[config.mk]
export PLATFORM = sky130hd
export DESIGN_NAME = riscv_mem_sequencer
export DESIGN_NICKNAME = d
export VERILOG_FILES = /design/src/rtl/riscv_mem_sequencer.sv
export SDC_FILE = /design/constraint.sdc
export NUM_CORES = 1
export LEC_CHECK = 0
export BUFFER_PORTS_ARGS = -buffer_cell sky130_fd_sc_hd__buf_2
export CAP_MARGIN = 20
export CELL_PAD_IN_SITES_DETAIL_PLACEMENT = 1
export CELL_PAD_IN_SITES_GLOBAL_PLACEMENT = 1
export CORE_AREA = 10 10 209 211
export CTS_CLUSTER_DIAMETER = 100
export DETAILED_ROUTE_END_ITERATION = 6
export DIE_AREA = 0 0 219 221
export GPL_TIMING_DRIVEN = 0
export PLACE_DENSITY = 0.77
export SLEW_MARGIN = 20
export SYNTH_ARGS = -nofsm -noshare
export SYNTH_HDL_FRONTEND = slang
export SYNTH_SLANG_ARGS = --single-unit
export TNS_END_PERCENT = 100
[constraint.sdc]
create_clock -name clk -period 3.25 [get_ports clk]
set_clock_uncertainty 0.2 [all_clocks]
set_input_delay 0.65 -clock clk [delete_from_list [all_inputs] [get_ports clk]]
set_output_delay 0.65 -clock clk [all_outputs]
set_load 0.005 [all_outputs]
[src/rtl/riscv_mem_sequencer.sv]
// Multicycle sequencer that time-shares one single-port memory between instruction
// fetch and data access for a single-cycle RISC-V core, committing via core_step.
module riscv_mem_sequencer #(
   parameter int unsigned XLEN    = 64,
   parameter int unsigned TIMEOUT = 16,
   parameter logic [31:0] NOP     = 32'h0000_0013
) (
   input  logic            clk,
   input  logic            reset,
   input  logic [XLEN-1:0] core_pc,
   output logic [31:0]     core_instr,
   input  logic            core_memread,
   input  logic            core_memwrite,
   input  logic [XLEN-1:0] core_addr,
   input  logic [XLEN-1:0] core_wdata,
   output logic [XLEN-1:0] core_rdata,
   output logic            core_step,
   output logic            mem_req,
   output logic            mem_we,
   output logic [XLEN-1:0] mem_addr,
   output logic [XLEN-1:0] mem_wdata,
   input  logic [XLEN-1:0] mem_rdata,
   input  logic            mem_ack,
   input  logic            halt_req,
   output logic            halted,
   output logic            fault,
   output logic [XLEN-1:0] instret
);

   localparam int unsigned WAIT_W = (TIMEOUT < 1) ? 1 : $clog2(TIMEOUT + 1);
   localparam logic [WAIT_W-1:0] WAIT_LAST = WAIT_W'(TIMEOUT - 1);

   typedef enum logic [2:0] {
      FETCH_ISSUE = 3'd0,
      FETCH_WAIT  = 3'd1,
      EXEC        = 3'd2,
      MEM_WAIT    = 3'd3,
      COMMIT      = 3'd4,
      HALT        = 3'd5,
      FAULT       = 3'd6
   } state_t;

   state_t            state, state_nxt;
   logic [WAIT_W-1:0] wait_cnt, wait_cnt_nxt;
   logic [31:0]       core_instr_nxt;
   logic [XLEN-1:0]   core_rdata_nxt;
   logic              core_step_nxt;
   logic              mem_req_nxt;
   logic              mem_we_nxt;
   logic [XLEN-1:0]   mem_addr_nxt;
   logic [XLEN-1:0]   mem_wdata_nxt;
   logic              halted_nxt;
   logic              fault_nxt;
   logic [XLEN-1:0]   instret_nxt;

   // State and registered outputs
   always_ff @(posedge clk) begin
      if (reset) begin
         state      <= FETCH_ISSUE;
         wait_cnt   <= '0;
         core_instr <= NOP;
         core_rdata <= '0;
         core_step  <= 1'b0;
         mem_req    <= 1'b0;
         mem_we     <= 1'b0;
         mem_addr   <= '0;
         mem_wdata  <= '0;
         halted     <= 1'b0;
         fault      <= 1'b0;
         instret    <= '0;
      end else begin
         state      <= state_nxt;
         wait_cnt   <= wait_cnt_nxt;
         core_instr <= core_instr_nxt;
         core_rdata <= core_rdata_nxt;
         core_step  <= core_step_nxt;
         mem_req    <= mem_req_nxt;
         mem_we     <= mem_we_nxt;
         mem_addr   <= mem_addr_nxt;
         mem_wdata  <= mem_wdata_nxt;
         halted     <= halted_nxt;
         fault      <= fault_nxt;
         instret    <= instret_nxt;
      end
   end

   // Next-state and next-output logic; core_step/instret are set on entry to COMMIT
   always_comb begin
      state_nxt      = state;
      wait_cnt_nxt   = wait_cnt;
      core_instr_nxt = core_instr;
      core_rdata_nxt = core_rdata;
      core_step_nxt  = 1'b0;
      mem_req_nxt    = mem_req;
      mem_we_nxt     = mem_we;
      mem_addr_nxt   = mem_addr;
      mem_wdata_nxt  = mem_wdata;
      halted_nxt     = halted;
      fault_nxt      = fault;
      instret_nxt    = instret;

      case (state)
         FETCH_ISSUE: begin
            if (core_pc[1:0] != 2'b00) begin
               fault_nxt = 1'b1;
               state_nxt = FAULT;
            end else begin
               mem_req_nxt  = 1'b1;
               mem_we_nxt   = 1'b0;
               mem_addr_nxt = core_pc;
               wait_cnt_nxt = '0;
               state_nxt    = FETCH_WAIT;
            end
         end

         FETCH_WAIT: begin
            if (mem_ack) begin
               core_instr_nxt = mem_rdata[31:0];
               mem_req_nxt    = 1'b0;
               state_nxt      = EXEC;
            end else if (wait_cnt == WAIT_LAST) begin
               mem_req_nxt = 1'b0;
               fault_nxt   = 1'b1;
               state_nxt   = FAULT;
            end else begin
               wait_cnt_nxt = wait_cnt + WAIT_W'(1);
            end
         end

         EXEC: begin
            if (core_memread && core_memwrite) begin
               fault_nxt = 1'b1;
               state_nxt = FAULT;
            end else if (core_memread) begin
               mem_req_nxt  = 1'b1;
               mem_we_nxt   = 1'b0;
               mem_addr_nxt = core_addr;
               wait_cnt_nxt = '0;
               state_nxt    = MEM_WAIT;
            end else if (core_memwrite) begin
               mem_req_nxt   = 1'b1;
               mem_we_nxt    = 1'b1;
               mem_addr_nxt  = core_addr;
               mem_wdata_nxt = core_wdata;
               wait_cnt_nxt  = '0;
               state_nxt     = MEM_WAIT;
            end else begin
               core_step_nxt = 1'b1;
               instret_nxt   = instret + XLEN'(1);
               state_nxt     = COMMIT;
            end
         end

         MEM_WAIT: begin
            // mem_we still identifies the access kind since it is held during the request
            if (mem_ack) begin
               if (!mem_we) begin
                  core_rdata_nxt = mem_rdata;
               end
               mem_req_nxt   = 1'b0;
               core_step_nxt = 1'b1;
               instret_nxt   = instret + XLEN'(1);
               state_nxt     = COMMIT;
            end else if (wait_cnt == WAIT_LAST) begin
               mem_req_nxt = 1'b0;
               fault_nxt   = 1'b1;
               state_nxt   = FAULT;
            end else begin
               wait_cnt_nxt = wait_cnt + WAIT_W'(1);
            end
         end

         COMMIT: begin
            if (halt_req) begin
               halted_nxt = 1'b1;
               state_nxt  = HALT;
            end else begin
               state_nxt = FETCH_ISSUE;
            end
         end

         HALT: begin
            if (!halt_req) begin
               halted_nxt = 1'b0;
               state_nxt  = FETCH_ISSUE;
            end
         end

         FAULT: begin
            mem_req_nxt = 1'b0;
            fault_nxt   = 1'b1;
         end

         default: begin
            mem_req_nxt = 1'b0;
            fault_nxt   = 1'b1;
            state_nxt   = FAULT;
         end
      endcase
   end

endmodule

==> results.yml, run 1 <==
outcome:
  outcome: "completed"
synthesis:
  synth_edf_count: 0
  synth_most_common_cell: "nand2_1"
  ys_seq_area_share_pct: 49.4
  netlist.top_cell.by_area: "dfxtp_1"
  synthTopCellsByCount: "nand2_1 (420), dfxtp_1 (301), a21oi_1 (195)"
  synth_fp_nets: 1808
  syn_area_sq_um: 12200
  synthesis.instances: 1539
  synth_ff_type: "dfxtp_1"
  ys_ff_latch: 301
  syn_area_per_cell_sq_um: 7.92
  synthArstFlopShare_pct: 0
  synth_cell_types: 51
  yosys-top-cells-area: "dfxtp_1 (49%), nand2_1 (13%), a21oi_1 (8.0%), a311oi_1 (4.6%), o21ai_0 (3.5%)"
  yosysWarnings: 0
  synth_top_area_share_pct: 49.4
routing:
  drt_wl_total_mm: 58.6
  wl_per_cell_microns: 21.8
  detailroute.via_count: 13767
  viasPerCell: 5.12
  ant_nets: 0
  firstDrtPassIters: 5
  remaining_drc_errors: 0
  drtIter0Drc: 567
floorplanning:
  dieWidth_microns: 219
  core_sq_um: 39500
  start_util_pct: 30.9
  dieArea_sq_um: 48400
  core.rowCount: 73
  pin_count: 555
  die_y_microns: 221
timing:
  final-hold-violation-count: 0
  maxSlewHeadroom_pct: 32.9
  rsz0062_at_grt: "no"
  post-route-period-util_pct: 93.7
  layout_setup_ws_ps: 205
  period_needed_ps: 3040
  drv_slew: 0
  setup_viol: 0
  tightest_slew_ps: 998
  fmax_mhz: 328
global_routing:
  grt-ovfl-total: 0
  grt_first_pass_wirelength_mm: 88.0
  grt_max_degree: 13
  antenna_found_initial: 8
  grt_use_total_pct: 23.1
  grt_pass1_vias: 14520
clock_tree:
  cts_buffers: 37
  clockBufferDepth: 3
  root_buffer: "clkbuf_16"
  path_clk_slew_ps: 60
  cts_tree: "done"
  clk_latency_ps: 540
  cts_hold_buf: 0
  cts_sinks: 301
  htree_levels: 2
worst_setup_path:
  cp_common_cell: "buf_2"
  crit_path_end_kind: "flop"
  crit_type: "reg -> reg"
  cp_slowest_cell: "or4_1"
  cp.required_ps: 3510
  path_cells: "buf_2, nand2_2, a2111o_1, or4_1, buf_2, or3_1, a21oi_1"
  crit_path_start: "state[0]$_SDFFE_PP0P_"
  r2r_end: "instret[48]$_SDFFE_PP0P_"
  cp_max_fo: 10
  startpoint_type: "flop"
  cpPeakStageDelay_ps: 580
  reg2reg_from: "state[0]$_SDFFE_PP0P_"
  path_buf_inv: 2
  ff2ff_path_depth: 7
  cp.arrival_ps: 3310
  rrSetupSlack_ps: 210
  cp_top_family: "simple AND/OR/NAND/NOR gates"
hold_path:
  whs_path_depth: 3
  hp-start: "mem_rdata[4]"
  hold_class: "in -> reg"
  hold_path_end: "core_instr[4]$_SDFFE_PP1P_"
power_and_ir_drop:
  finalPower_mw: 9.51
  ir_drop_mv: 0.359
  power.density_nw_per_um2: 564
  p_leak_nw: 6.96
placed_design:
  routabilityCongestion: 0.926
  dp_hpwl_mm: 46.5
  dp_cells: 2618
  port_buffers: 553
  pre_cts_slack_ps: -564
cells_and_area:
  final_layout_size_suffix_gt1_share_pct: 29.4
  fin_cells: 2687
  fillers: 5041
  fin_nets: 2402
  syn_to_final_growth_pct: 38.2
run:
  cap_violations: 0
[registers in the layout (all words and copies together) (netlist names), 3 cells and up]
name / flops
instret: 64
core_instr: 32
state: 3
core_rdata: 64
wait_cnt: 5
mem_wdata: 64
mem_addr: 64
[metrics by stage]
step | cell area (sq um) | hold slack [ps] | utilization [%] | setup TNS, ps
after floorplan | 12200 | 253 | - | 0
after global placement | 15600 | 240 | 39.6 | -40350
after detailed placement | 15600 | 244 | 39.6 | -34590
after CTS | 16800 | 110 | 42.6 | -11.8
after global routing | 16900 | 127 | 42.7 | 0
final | 16900 | 144 | 42.7 | 0
[worst max path at each step]
stage	end	slack [ps]	cells past startpoint
2_1_floorplan	instret[52]$_SDFFE_PP0P_	310	6
3_3_place_gp	instret[53]$_SDFFE_PP0P_	-590	7
3_5_place_dp	mem_addr[15]$_SDFFE_PP0P_	-560	10
4_1_cts	instret[58]$_SDFFE_PP0P_	-10	6
5_1_grt	mem_addr[63]$_SDFFE_PP0P_	3	8
6_report	instret[48]$_SDFFE_PP0P_	210	7
[cell usage in the layout (no fill, tap or decap), types with 20 or more instances in the layout]
| master | n |
|---|---|
| nand4_1 | 33 |
| a311oi_1 | 64 |
| clkbuf_1 | 111 |
| nor2_1 | 109 |
| a21oi_1 | 195 |
| nand2_1 | 419 |
| dfxtp_1 | 301 |
| buf_2 | 558 |
| or3_1 | 26 |
| clkbuf_16 | 37 |
| xor2_1 | 20 |
| nand3_1 | 20 |
| o21ai_0 | 85 |
[worst reg2reg max path, cell delays in order, from the launching register on]
cell	delay [ps]
dfxtp_1	370
buf_2	320
nand2_2	240
a2111o_1	540
or4_1	580
buf_2	220
or3_1	360
a21oi_1	150
[cell type report]
type	count	area (sq um)	area share (%)
Antenna cell	4	10.0	0.0594
Inverter	18	67.6	0.401
Sequential cell	301	6030	35.8
Tap cell	525	657	3.90
Buffer	113	443	2.63
Clock inverter	12	171	1.02
Clock buffer	52	1010	6.01
Multi-Input combinational cell	1105	5670	33.6
Timing Repair Buffer	557	2800	16.6
[repair_timing]
| item | CTS | global route |
|---|---|---|
| pin swaps | 1 | 2 |
| buffers inserted | 0 | 3 |
| hold endpoints to repair | 0 | 0 |
| gates cloned | 0 | 0 |
| resized for setup | 2 | 6 |
| endpoints found under the setup margin | 67 | 120 |
[cells by family (layout without fill, tap and decap cells)]
| family | count (synthesis) | count (layout) | synth area share [%] |
|---|---|---|---|
| AO/OA/AOI/OAI | 376 | 376 | 18.4 |
| multiplexers | 5 | 5 | 0.410 |
| other | 0 | 4 | 0 |
| flip-flops | 301 | 301 | 49.4 |
| buffers and inverters | 133 | 752 | 4.21 |
| AND/OR/NAND/NOR | 685 | 685 | 24.5 |
| XOR/XNOR | 32 | 32 | 2.30 |
| adder cells (fa/ha/maj) | 7 | 7 | 0.718 |
[per-layer routing]
| layer | GRT usage [%] | wire length [microns] | vias to the layer above |
|---|---|---|---|
| met1 | 25.0 | 22400 | 6707 |
| met3 | 6.49 | 4340 | 78 |
| li1 | - | - | 6522 |
| met2 | 42.0 | 30300 | 454 |
| met5 | 0 | 31 | - |
| met4 | 7.85 | 1530 | 6 |
[report_power, final]
group | total (mW) | internal [mW] | switching [mW]
Combinational | 1.36 | 0.505 | 0.859
Sequential | 4.01 | 3.89 | 0.117
Clock | 4.14 | 2.49 | 1.65
Total | 9.51 | 6.89 | 2.62
Note: power is estimated with default switching activity, not from simulation.
==> run 2, diff against run 1 <==
--- a/config.mk
+++ b/config.mk
@@ -9,12 +9,12 @@
 export CAP_MARGIN = 20
 export CELL_PAD_IN_SITES_DETAIL_PLACEMENT = 1
 export CELL_PAD_IN_SITES_GLOBAL_PLACEMENT = 1
-export CORE_AREA = 10 10 209 211
+export CORE_AREA = 2 2 214 216
 export CTS_CLUSTER_DIAMETER = 100
 export DETAILED_ROUTE_END_ITERATION = 6
-export DIE_AREA = 0 0 219 221
+export DIE_AREA = 0 0 216 218
 export GPL_TIMING_DRIVEN = 0
-export PLACE_DENSITY = 0.77
+export PLACE_DENSITY = 0.69
 export SLEW_MARGIN = 20
 export SYNTH_ARGS = -nofsm -noshare
 export SYNTH_HDL_FRONTEND = slang
==> run 2 against run 1 <==
Compared with the run above: clock power increased by 5.3%; hold slack worse by 1.7 ps; cell count is 3.2% higher; wire length is 6.5% lower; register-to-register slack about the same; flip-flop and latch count is the same; setup slack lost 5.0 ps; combinational power about the same; clock-buffer cell count grew 10; largest cell class unchanged; highest routed layer unchanged; die area down 2.7%; non-clock buffer count grew 1.
==> results.yml, run 2 (synthesis gave the netlist of run 1 again) <==
floorplanning:
  dieArea_sq_um: 47100
  core_sq_um: 44900
  dieWidth_microns: 216
  core.rowCount: 78
  pin_count: 555
  start_util_pct: 27.2
  die_y_microns: 218
hold_path:
  whs_path_depth: 3
  hold_class: "in -> reg"
  hp-start: "core_wdata[63]"
  hold_path_end: "mem_wdata[63]$_SDFFE_PP0P_"
cells_and_area:
  final_layout_size_suffix_gt1_share_pct: 29.6
  layout_common_cells: "buf_2 (558), nand2_1 (419), dfxtp_1 (301), a21oi_1 (195), clkbuf_1 (113)"
  syn_to_final_growth_pct: 40.0
  fillers: 5636
  fin_nets: 2404
  final_core_util_pct: 38.0
  layout_commonest_cell: "buf_2"
timing:
  post-route-period-util_pct: 93.8
  fmax_mhz: 328
  setup_viol: 0
  drv_slew: 0
  final-hold-violation-count: 0
  maxSlewHeadroom_pct: 34.5
  tightest_slew_ps: 975
  rsz0062_at_grt: "no"
  period_needed_ps: 3050
clock_tree:
  root_buffer: "clkbuf_16"
  clk_latency_ps: 550
  cts_tree: "done"
  path_clk_slew_ps: 60
  cts_buffers: 38
  htree_levels: 2
  clockBufferDepth: 3
  cts_sinks: 301
worst_setup_path:
  cp.arrival_ps: 3320
  ff2ff_path_depth: 7
  path_buf_inv: 2
  cpPeakStageDelay_ps: 570
  startpoint_type: "flop"
  r2r_end: "instret[48]$_SDFFE_PP0P_"
  cp_common_cell: "buf_2"
  reg2reg_from: "state[0]$_SDFFE_PP0P_"
  cp.required_ps: 3520
  cp.depth: 7
  cp_slowest_cell: "or4_1"
  crit_path_end_kind: "flop"
  cp_top_family: "simple AND/OR/NAND/NOR gates"
  cp_max_fo: 10
  path_cells: "buf_2, nand2_2, a2111o_1, or4_1, buf_2, or3_1, a21oi_1"
  rrSetupSlack_ps: 200
  crit_type: "reg -> reg"
placed_design:
  routabilityCongestion: 0.882
  port_buffers: 553
  dp_hpwl_mm: 42.5
power_and_ir_drop:
  finalPower_mw: 9.73
  p_leak_nw: 7.02
  power.density_nw_per_um2: 570
  ir_drop_mv: 0.309
routing:
  remaining_drc_errors: 0
  detailroute.via_count: 13678
  ant_nets: 0
  drtIter0Drc: 504
  drt_wl_total_mm: 54.8
  firstDrtPassIters: 5
  wl_per_cell_microns: 19.8
  viasPerCell: 4.93
global_routing:
  grt_use_total_pct: 22.4
  grt_first_pass_wirelength_mm: 82.1
  grt_pass1_vias: 14099
  grt_max_degree: 13
  antenna_found_initial: 9
  grt-ovfl-total: 0
run:
  cap_violations: 0
outcome:
  outcome: "completed"
run 2: cell types whose count changed in the layout (fill, tap and decap cells not counted), moves of 2 or more:
cell        delta
clkinvlp_4     -3
clkbuf_16      +4
clkbuf_8       +3
diode_2        +4
clkbuf_1       +2
run 2: per-layer routing:
metal / routed length, microns / up-vias / global-route usage, % / part of all wire [%]
li1: - / 6548 / - / -
met1: 22100 / 6537 / 25.9 / 40
met2: 26900 / 480 / 39.2 / 49
met3: 3900 / 111 / 6.28 / 7.1
met4: 1810 / 2 / 8.42 / 3.3
met5: 13 / - / 0 / 0.024
run 2: cell type report:
cell class | instances | area, sq um | area share, %
Clock buffer | 62 | 1160 | 6.82
Clock inverter | 7 | 114 | 0.667
Buffer | 112 | 438 | 2.57
Multi-Input combinational cell | 1105 | 5670 | 33.2
Sequential cell | 301 | 6030 | 35.3
Timing Repair Buffer | 559 | 2820 | 16.5
Tap cell | 600 | 751 | 4.40
Inverter | 18 | 67.6 | 0.396
Antenna cell | 8 | 20.0 | 0.117
run 2: repair_timing:
action	4_1_cts	5_1_grt
pin swaps	1	1
gates cloned	0	0
setup endpoints to repair	69	193
gates resized for setup	3	6
endpoints found under the hold margin	0	0
hold buffers	0	0
buffers inserted	2	3
run 2: tightest hold or removal path, cell delays in order:
cell	delay, ps
buf_2	90
nand2_1	40
a21oi_1	50
run 2: how the worst max path moves through the flow:
stage | end | from
after floorplan | instret[52]$_SDFFE_PP0P_ | core_memwrite
after global placement | instret[53]$_SDFFE_PP0P_ | core_memread
after detailed placement | mem_addr[15]$_SDFFE_PP0P_ | core_memread
after CTS | instret[58]$_SDFFE_PP0P_ | state[0]$_SDFFE_PP0P_
after global routing | instret[48]$_SDFFE_PP0P_ | state[0]$_SDFFE_PP0P_
final | instret[48]$_SDFFE_PP0P_ | state[0]$_SDFFE_PP0P_
run 2: stage by stage:
step	setup slack [ps]	setup TNS, ps	area, sq um	hold slack, ps	cells
global route	82.3	0	17100	128	2769
finish	200	0	17100	142	2772
detailed placement	-732	-44350	15700	243	2693
global placement	-635	-60220	15700	239	2692
CTS	-11.2	-11.2	17000	108	2764
floorplan	310	0	12200	253	1539
run 2: report_power, final:
part | internal, mW | total, mW | switching, mW
clock | 2.69 | 4.36 | 1.68
combinational | 0.505 | 1.36 | 0.853
sequential | 3.89 | 4.01 | 0.114
==> run 3, diff against run 2 <==
==> constraint.sdc (replaced) <==
create_clock -name clk -period 3.25 [get_ports clk]
set_clock_uncertainty 0.2 [all_clocks]
set_input_delay 0.325 -clock clk [delete_from_list [all_inputs] [get_ports clk]]
set_output_delay 0.325 -clock clk [all_outputs]
set_load 0.005 [all_outputs]
==> run 3 against run 2 <==
Compared with the run above: sequential power barely moved; clock-buffer cell count stayed put; setup slack improved by 7.8 ps; maximum frequency is 0.26% higher; clock power about the same; largest power group unchanged; global-route usage is 3.0 points higher; sequential share of layout area fell by 4.6 points; cell count grew 9.1%; power grew 3.7%.
==> results.yml, run 3 (synthesis gave the netlist of run 1 again) <==
outcome:
  outcome: "completed"
floorplanning:
  dieWidth_microns: 216
  start_util_pct: 27.2
  core.rowCount: 78
  core_sq_um: 44900
  dieArea_sq_um: 47100
  die_y_microns: 218
  pin_count: 555
timing:
  period_needed_ps: 3040
  final-hold-violation-count: 0
  tightest_slew_ps: 963
  post-route-period-util_pct: 93.6
  rsz0062_at_grt: "no"
  tns_ps: 0
  setup_viol: 0
  drv_slew: 0
  maxSlewHeadroom_pct: 35.2
  fmax_mhz: 329
clock_tree:
  clk_latency_ps: 550
  clockBufferDepth: 3
  cts_tree: "done"
  cts_sinks: 301
  root_buffer: "clkbuf_16"
  cts_buffers: 38
  htree_levels: 2
  path_clk_slew_ps: 60
global_routing:
  grt-ovfl-total: 0
  grt_use_total_pct: 25.4
  antenna_found_initial: 3
  grt-busiest-layer: "met2"
  grt_use_met3_pct: 6.76
  grt_util_met1_pct: 27.8
  met2_usage_pct: 45.2
  grt_first_pass_wirelength_mm: 93.5
  grt_pass1_vias: 16502
  grt_max_degree: 13
cells_and_area:
  fin_cells: 3024
  layout_commonest_cell: "buf_2"
  final_core_util_pct: 43.8
  final_area_sq_um: 19600
  fin_nets: 2662
  final_layout_size_suffix_gt1_share_pct: 26.5
  layout_common_cells: "buf_2 (558), nand2_1 (419), dfxtp_1 (301), dlygate4sd3_1 (258), a21oi_1 (195)"
  fillers: 5470
  syn_to_final_growth_pct: 61.1
power_and_ir_drop:
  power.density_nw_per_um2: 514
  finalPower_mw: 10.1
  p_leak_nw: 8.11
  ir_drop_mv: 0.312
worst_setup_path:
  startpoint_type: "input port"
  cp.arrival_ps: 3230
  crit_path_end_kind: "flop"
  cp.required_ps: 3440
  crit_type: "in -> reg"
  cp_max_fo: 10
placed_design:
  port_buffers: 553
  dp_cells: 2693
  dp_hpwl_mm: 42.5
  routabilityCongestion: 0.882
  place_area_sq_um: 15700
routing:
  detailroute.via_count: 15212
  wl_per_cell_microns: 20.7
  viasPerCell: 5.03
  ant_nets: 0
  firstDrtPassIters: 5
  drtIter0Drc: 689
  remaining_drc_errors: 0
  drt_wl_total_mm: 62.5
run:
  cap_violations: 0
hold_path:
  hold_class: "in -> reg"
## run 3: final cells by class
class                   instances  area, sq um  share of cell area [%]
diodes                          2         5.00                  0.0255
clock inverters                 7          114                   0.580
flip-flops and latches        301         6030                    30.7
well taps                     600          751                    3.82
inverters                      18         67.6                   0.344
multi-input cells            1105         5670                    28.9
plain buffers                 112          442                    2.25
clock buffers                  62         1160                    5.93
repair buffers                817         5400                    27.5
## run 3: worst paths after layout
kind | start | end | slack [ps] | cells after the start
worst max-delay path | core_memread | mem_addr[45]$_SDFFE_PP0P_ | 210 | 10
worst min-delay path | mem_ack | state[2]$_SDFFE_PP0P_ | 100 | 5
worst max register to register | state[0]$_SDFFE_PP0P_ | instret[48]$_SDFFE_PP0P_ | 210 | 7
worst min register to register | core_rdata[16]$_SDFFE_PP0P_ | core_rdata[16]$_SDFFE_PP0P_ | 250 | 2
## run 3: what timing repair did
action / CTS / global route
setup buffers: 2 / 3
hold endpoints to repair: 228 / 0
hold buffers: 258 / 0
gates resized for setup: 3 / 11
setup endpoints to repair: 69 / 196
pin swaps: 1 / 1
## run 3: where the power goes
part	internal [mW]	total, mW	leakage, nW	switching (mW)
registers	3.89	4.02	2.44	0.124
clock network	2.69	4.39	0.624	1.70
logic	0.711	1.68	5.04	0.969
total	7.29	10.1	8.11	2.80
## run 3: layer usage
| layer | wire length, microns | vias to the layer above |
|---|---|---|
| li1 | - | 7057 |
| met4 | 3130 | 0 |
| met5 | 0 | - |
| met3 | 4360 | 190 |
| met2 | 30700 | 639 |
| met1 | 24300 | 7326 |
## run 3: critical path, cell delays in order
cell and delay, ps:
buf_2 120, dlygate4sd3_1 550, inv_1 70, ha_1 210
or3b_2 480, a21o_1 260, nor2_2 290, clkbuf_4 320
clkbuf_1 410, a311oi_1 190
## run 3: stage by stage
step | setup slack, ps | hold slack [ps]
after floorplan | 620 | 246
after global placement | -458 | 239
after detailed placement | -508 | 243
after CTS | -11.2 | 82.1
after global routing | 35.9 | 125
final | 208 | 105
